$ cat src/rtl/alu_sequencer.sv
// ---------------------------------------------------------------------------
// alu_sequencer
//
// Purpose:
//   Control stage that sits directly in front of an external, purely
//   combinational DATA_W-bit ALU. It takes one command at a time, reads its
//   operands from a small register file, presents registered operands to the
//   ALU for one cycle, writes the result back and returns a response.
//
// Optional feature (compile-time macro STICKY_FLAGS_EN):
//   Defined   : sticky_flag accumulates the flags of every successful command
//               and is cleared by clr_sticky (the clear wins over an update).
//   Undefined : sticky_flag is tied to 0 and clr_sticky is ignored.
//
// Ports:
//   clk, rst_n     clock; synchronous active-low reset
//   cmd_*          command channel (valid/ready), op/dst/src_a/src_b/imm
//   alu_a/b/op     registered operands and opcode driven to the ALU
//   alu_out/flag   combinational result from the ALU
//   rsp_*          response channel (valid/ready), data/flag/err
//   dbg_addr/data  combinational read port into the register file
//   sticky_flag    accumulated flags; clr_sticky clears them
//
// Handshake rule (both channels): a transfer happens on a rising edge where
//   valid and ready are both 1. The producer holds valid and its payload
//   stable until that edge; ready may change freely.
//
// Opcodes: 0x0-0xB ALU ops (0x3 is divide), 0xC-0xE illegal, 0xF LOAD.
// rsp_flag layout: {borrow, mul_ovf, carry, zero}.
// ---------------------------------------------------------------------------
module alu_sequencer #(
   parameter int DATA_W = 8,
   parameter int NREGS  = 4,
   parameter int REG_AW = 2
) (
   input  logic              clk,
   input  logic              rst_n,
   input  logic              cmd_valid,
   output logic              cmd_ready,
   input  logic [3:0]        cmd_op,
   input  logic [REG_AW-1:0] cmd_dst,
   input  logic [REG_AW-1:0] cmd_src_a,
   input  logic [REG_AW-1:0] cmd_src_b,
   input  logic              cmd_imm_en,
   input  logic [DATA_W-1:0] cmd_imm,
   output logic [DATA_W-1:0] alu_a,
   output logic [DATA_W-1:0] alu_b,
   output logic [3:0]        alu_op,
   input  logic [DATA_W-1:0] alu_out,
   input  logic [3:0]        alu_flag,
   output logic              rsp_valid,
   input  logic              rsp_ready,
   output logic [DATA_W-1:0] rsp_data,
   output logic [3:0]        rsp_flag,
   output logic              rsp_err,
   input  logic [REG_AW-1:0] dbg_addr,
   output logic [DATA_W-1:0] dbg_data,
   output logic [3:0]        sticky_flag,
   input  logic              clr_sticky
);

   localparam logic [3:0] OP_DIV  = 4'h3;
   localparam logic [3:0] OP_LOAD = 4'hF;

   typedef enum logic [1:0] {
      S_IDLE = 2'd0,
      S_EXEC = 2'd1,
      S_RESP = 2'd2
   } state_t;

   state_t              r_state;
   state_t              w_next_state;

   logic [DATA_W-1:0]   r_regs [NREGS];
   logic [3:0]          r_op;
   logic [REG_AW-1:0]   r_dst;
   logic [DATA_W-1:0]   r_a;
   logic [DATA_W-1:0]   r_b;
   logic                r_rsp_valid;
   logic [DATA_W-1:0]   r_rsp_data;
   logic [3:0]          r_rsp_flag;
   logic                r_rsp_err;

   logic                w_err;
   logic                w_is_load;
   logic [DATA_W-1:0]   w_result;
   logic [3:0]          w_flag;

   // -----------------------------------------------------------------------
   // EXEC-cycle result selection. Divide by zero and the illegal opcodes are
   // rejected. The zero flag is always derived here from the value actually
   // written back, never taken from the ALU.
   // -----------------------------------------------------------------------
   always_comb begin
      w_err     = 1'b0;
      w_is_load = 1'b0;
      w_result  = alu_out;
      w_flag    = {alu_flag[3:1], (alu_out == '0)};
      if ((r_op == OP_DIV && r_b == '0) || (r_op >= 4'hC && r_op <= 4'hE)) begin
         w_err = 1'b1;
      end
      if (r_op == OP_LOAD) begin
         w_is_load = 1'b1;
         w_result  = r_b;
         w_flag    = {3'b000, (r_b == '0)};
      end
   end

   // -----------------------------------------------------------------------
   // FSM next state
   // -----------------------------------------------------------------------
   always_comb begin
      w_next_state = r_state;
      case (r_state)
         S_IDLE:  if (cmd_valid) w_next_state = S_EXEC;
         S_EXEC:  w_next_state = S_RESP;
         S_RESP:  if (rsp_ready) w_next_state = S_IDLE;
         default: w_next_state = S_IDLE;
      endcase
   end

   // -----------------------------------------------------------------------
   // State register, operand capture, writeback and response registers.
   // Operands are captured from the pre-edge register contents at accept.
   // -----------------------------------------------------------------------
   always_ff @(posedge clk) begin
      if (!rst_n) begin
         r_state     <= S_IDLE;
         for (int i = 0; i < NREGS; i++) r_regs[i] <= '0;
         r_op        <= '0;
         r_dst       <= '0;
         r_a         <= '0;
         r_b         <= '0;
         r_rsp_valid <= 1'b0;
         r_rsp_data  <= '0;
         r_rsp_flag  <= '0;
         r_rsp_err   <= 1'b0;
      end else begin
         r_state <= w_next_state;
         case (r_state)
            S_IDLE: begin
               if (cmd_valid) begin
                  r_op  <= cmd_op;
                  r_dst <= cmd_dst;
                  r_a   <= r_regs[cmd_src_a];
                  r_b   <= cmd_imm_en ? cmd_imm : r_regs[cmd_src_b];
               end
            end
            S_EXEC: begin
               r_rsp_valid <= 1'b1;
               if (w_err) begin
                  r_rsp_data <= '0;
                  r_rsp_flag <= '0;
                  r_rsp_err  <= 1'b1;
               end else begin
                  r_regs[r_dst] <= w_result;
                  r_rsp_data    <= w_result;
                  r_rsp_flag    <= w_flag;
                  r_rsp_err     <= 1'b0;
               end
            end
            S_RESP: begin
               if (rsp_ready) r_rsp_valid <= 1'b0;
            end
            default: ;
         endcase
      end
   end

`ifdef STICKY_FLAGS_EN
   logic [3:0] r_sticky;
   logic       w_unused;

   always_ff @(posedge clk) begin
      if (!rst_n) begin
         r_sticky <= '0;
      end else if (clr_sticky) begin
         r_sticky <= '0;
      end else if (r_state == S_EXEC && !w_err) begin
         r_sticky <= r_sticky | w_flag;
      end
   end

   assign sticky_flag = r_sticky;
   assign w_unused    = alu_flag[0] ^ w_is_load;
`else
   logic w_unused;

   assign sticky_flag = 4'b0000;
   assign w_unused    = clr_sticky ^ alu_flag[0] ^ w_is_load;
`endif

   // -----------------------------------------------------------------------
   // Outputs. ALU inputs come straight from the operand registers, so they
   // are stable throughout EXEC and hold their last values elsewhere.
   // -----------------------------------------------------------------------
   assign cmd_ready = (r_state == S_IDLE);
   assign alu_a     = r_a;
   assign alu_b     = r_b;
   assign alu_op    = r_op;
   assign rsp_valid = r_rsp_valid;
   assign rsp_data  = r_rsp_data;
   assign rsp_flag  = r_rsp_flag;
   assign rsp_err   = r_rsp_err;
   assign dbg_data  = r_regs[dbg_addr];

endmodule

$ cat config.mk
export PLATFORM = sky130hd
export DESIGN_NAME = alu_sequencer
export DESIGN_NICKNAME = d
export VERILOG_FILES = /design/src/rtl/alu_sequencer.sv
export SDC_FILE = /design/constraint.sdc
export NUM_CORES = 1
export LEC_CHECK = 0
export ABC_CLOCK_PERIOD_IN_PS = 1900
export CORE_UTILIZATION = 28
export CTS_BUF_LIST = sky130_fd_sc_hd__clkbuf_8 sky130_fd_sc_hd__clkbuf_16
export DETAILED_ROUTE_END_ITERATION = 10
export DONT_BUFFER_PORTS = 1
export GPL_ROUTABILITY_DRIVEN = 1
export SETUP_SLACK_MARGIN = 0.02
export SLEW_MARGIN = 10
export SYNTH_ARGS = -nofsm -noshare
export SYNTH_HDL_FRONTEND = slang
export SYNTH_SLANG_ARGS = --single-unit
$ cat constraint.sdc
create_clock -name clk -period 1.9 [get_ports clk]
set_input_delay 0.38 -clock clk [delete_from_list [all_inputs] [get_ports clk]]
set_output_delay 0.38 -clock clk [all_outputs]
set_load 0.02 [all_outputs]
==> impl_metrics.ini <==
[status]
outcome = finished, final reports clean

[yosys]
synthAdderAreaFrac = 0
seq_area_frac_synth = 0.500
synth_compound_area_frac = 0.0897
syn_area_per_cell_sq_um = 12.0
synth-seq-cells = 70
synth_area_leader_cell = edfxtp_1
synth-xor-area-share = 0
synthDominantCellAreaShare = 0.279
synth_top_family_by_area = multiplexers
syn_area_sq_mm = 0.00344
synth-simple-area-share = 0.153
syn_inst = 287
synth.distinct_cells = 35
muxShareOfSynthArea = 0.222
yosysWarnings = 0
synthTopCellsByArea = edfxtp_1 28%, dfxtp_1 22%, mux4_2 16%

[floorplan]
core_area_sq_mm = 0.0120
die_h_um = 113
row_count = 40
die_area_sq_mm = 0.0127
start_util = 0.287
io_pins = 85
die_w_um = 113

[timing]
setup_ws_ns = 0.158
fin_crit_sh = 0.917
finalClockSkew_ns = 0.00548
fin_setup_tns_ns = 0
fmax_mhz = 574
rsz0062_at_grt = no
relSlewSlack = 0.460
hold_viol_final = 0
final_max_slew_viol_count = 0
setup_viol = 0
max_slew.worst_pin.slew_ns = 0.808
post-route-min-period_ns = 1.74

[detailed_routing]
drcViolationCount = 0
postRouteAntennaNets = 0
wl_mm = 8.72
firstDrtPassIters = 4
avgViaCountPerCell = 5.01
route.vias.total = 2289
drt-initial-drc-count = 149
wl_per_cell_um = 19.1

[clock_tree]
cts_made_buffers = 9
hold_buffers = 0
cts_resized = 0
h-tree-depth = 3
clockBufferDepth = 2
clk_pin_slew_ns = 0.06
clock_latency_ns = 0.34
cts_setup_buffers = 0
cts_root_buffer = clkbuf_16
cts.sink_count = 70
cts_tree = done

[global_routing]
antenna_found_initial = 0
grt_use_total = 0.146
grt_pass1_wl_mm = 13.6
grt_max_degree = 33
grt_pass1_vias = 2286
grt_overflow = 0

[placed_design]
hpwl_mm = 6.81
place_area_sq_mm = 0.00371
port_buffers = 0
dpl.cell_count = 441
gp_congestion = 0.743
pre_cts_ws_ns = 0.131

[worst_setup_path]
crit_path_start_kind = register
path_buf_inv = 0
cp_max_fo = 3
cp.arrival_ns = 1.36
path_cells = mux4_2
crit_type = register to output pin
critical_path_required_ns = 1.52
cp_slowest_cell = mux4_2
crit_family = multiplexers
critPathMaxStageDelay_ns = 0.60
endpoint_kind = output pin

[finish]
mostFrequentLayoutCell = nand2_1
most-common-layout-cells = 50 x nand2_1, 38 x dfxtp_1, 36 x nor2_1, 32 x edfxtp_1, 25 x buf_4
drive_above_1_share = 0.252
antennaDiodeCount = 0
postLayoutCellArea_sq_mm = 0.00398
nFillCells = 1168
final_cell_count_no_fill = 457
final_nets = 343
syn_to_final_growth_pct = 15.6

[power_and_ir_drop]
leakagePower_uw = 0.00150
finalPower_uw = 3720
ir_drop_mv = 0.466
powerDensity_mw_per_mm2 = 935

[run]
max-cap-violations = 0

[worst_hold_path]
min_path_type = input port to register
==> synth_stat cells, drive strengths merged <==
| library cell | n |
|---|---|
| a32o | 1 |
| buf | 14 |
| and3 | 1 |
| clkbuf | 7 |
| o211a | 1 |
| a21oi | 9 |
| o21a | 1 |
| nor2 | 36 |
| nor2b | 2 |
| nand3 | 4 |
| edfxtp | 32 |
| nand3b | 1 |
| nor4 | 4 |
| o21ai | 22 |
| nor3 | 1 |
| a21boi | 14 |
| nand2 | 51 |
| mux2i | 16 |
| conb | 1 |
| and2 | 1 |
| dfxtp | 38 |
| mux4 | 24 |
| nand4b | 3 |
| nand4 | 1 |
| a31oi | 1 |
| inv | 1 |
==> power breakdown <==
part           switching [uW]  internal (uW)
combinational             242            192
clock                     651            870
sequential                104           1660
total                     997           2720
==> state kept, by name, summed over array words and instances, names as in the netlist, 2 cells and up <==
| name | count |
|---|---|
| alu_a | 8 |
| rsp_flag | 4 |
| alu_op | 4 |
| r_state | 2 |
| rsp_data | 8 |
| r_dst | 2 |
| alu_b | 8 |
| r_regs | 32 |
==> worst paths after layout <==
kind                      from  depth (start not counted)      endpoint  slack (ns)
setup / recovery  r_regs[3][3]                          1   dbg_data[3]        0.16
hold / removal           rst_n                          1    r_state[1]        0.16
setup reg to reg      alu_b[3]                          5  r_regs[1][5]        0.20
hold reg to reg       r_dst[0]                          2      r_dst[0]        0.54
==> metal layers <==
layer,global-route usage,part of all wire,vias up
met5,0,0,-
met4,0.0728,0.024,0
met3,0.0461,0.074,16
met2,0.236,0.49,83
met1,0.176,0.42,1104
li1,-,-,1086
==> layout make-up <==
type,instances,area (sq um),area share
inverters,1,3.75,0.000943
clock buffers,9,225,0.0566
repair buffers,25,188,0.0471
clock inverters,7,41.3,0.0104
well taps,147,184,0.0462
flip-flops and latches,70,1720,0.432
multi-input cells,198,1620,0.406
==> kinds of logic after synthesis <==
logic type	after synthesis
buffers and inverters	22
DFF	70
muxes	40
AOI/OAI and AO/OA	49
and+or+nand+nor	105
other	1
==> per-stage QoR <==
| step | utilization | hold slack [ns] |
|---|---|---|
| CTS | 0.331 | 0.149 |
| finish | 0.331 | 0.156 |
| global route | 0.331 | 0.151 |
| global placement | 0.309 | 0.500 |
| detailed placement | 0.309 | 0.505 |
| floorplan | - | 0.489 |
Power figures use the tool's default switching activity.
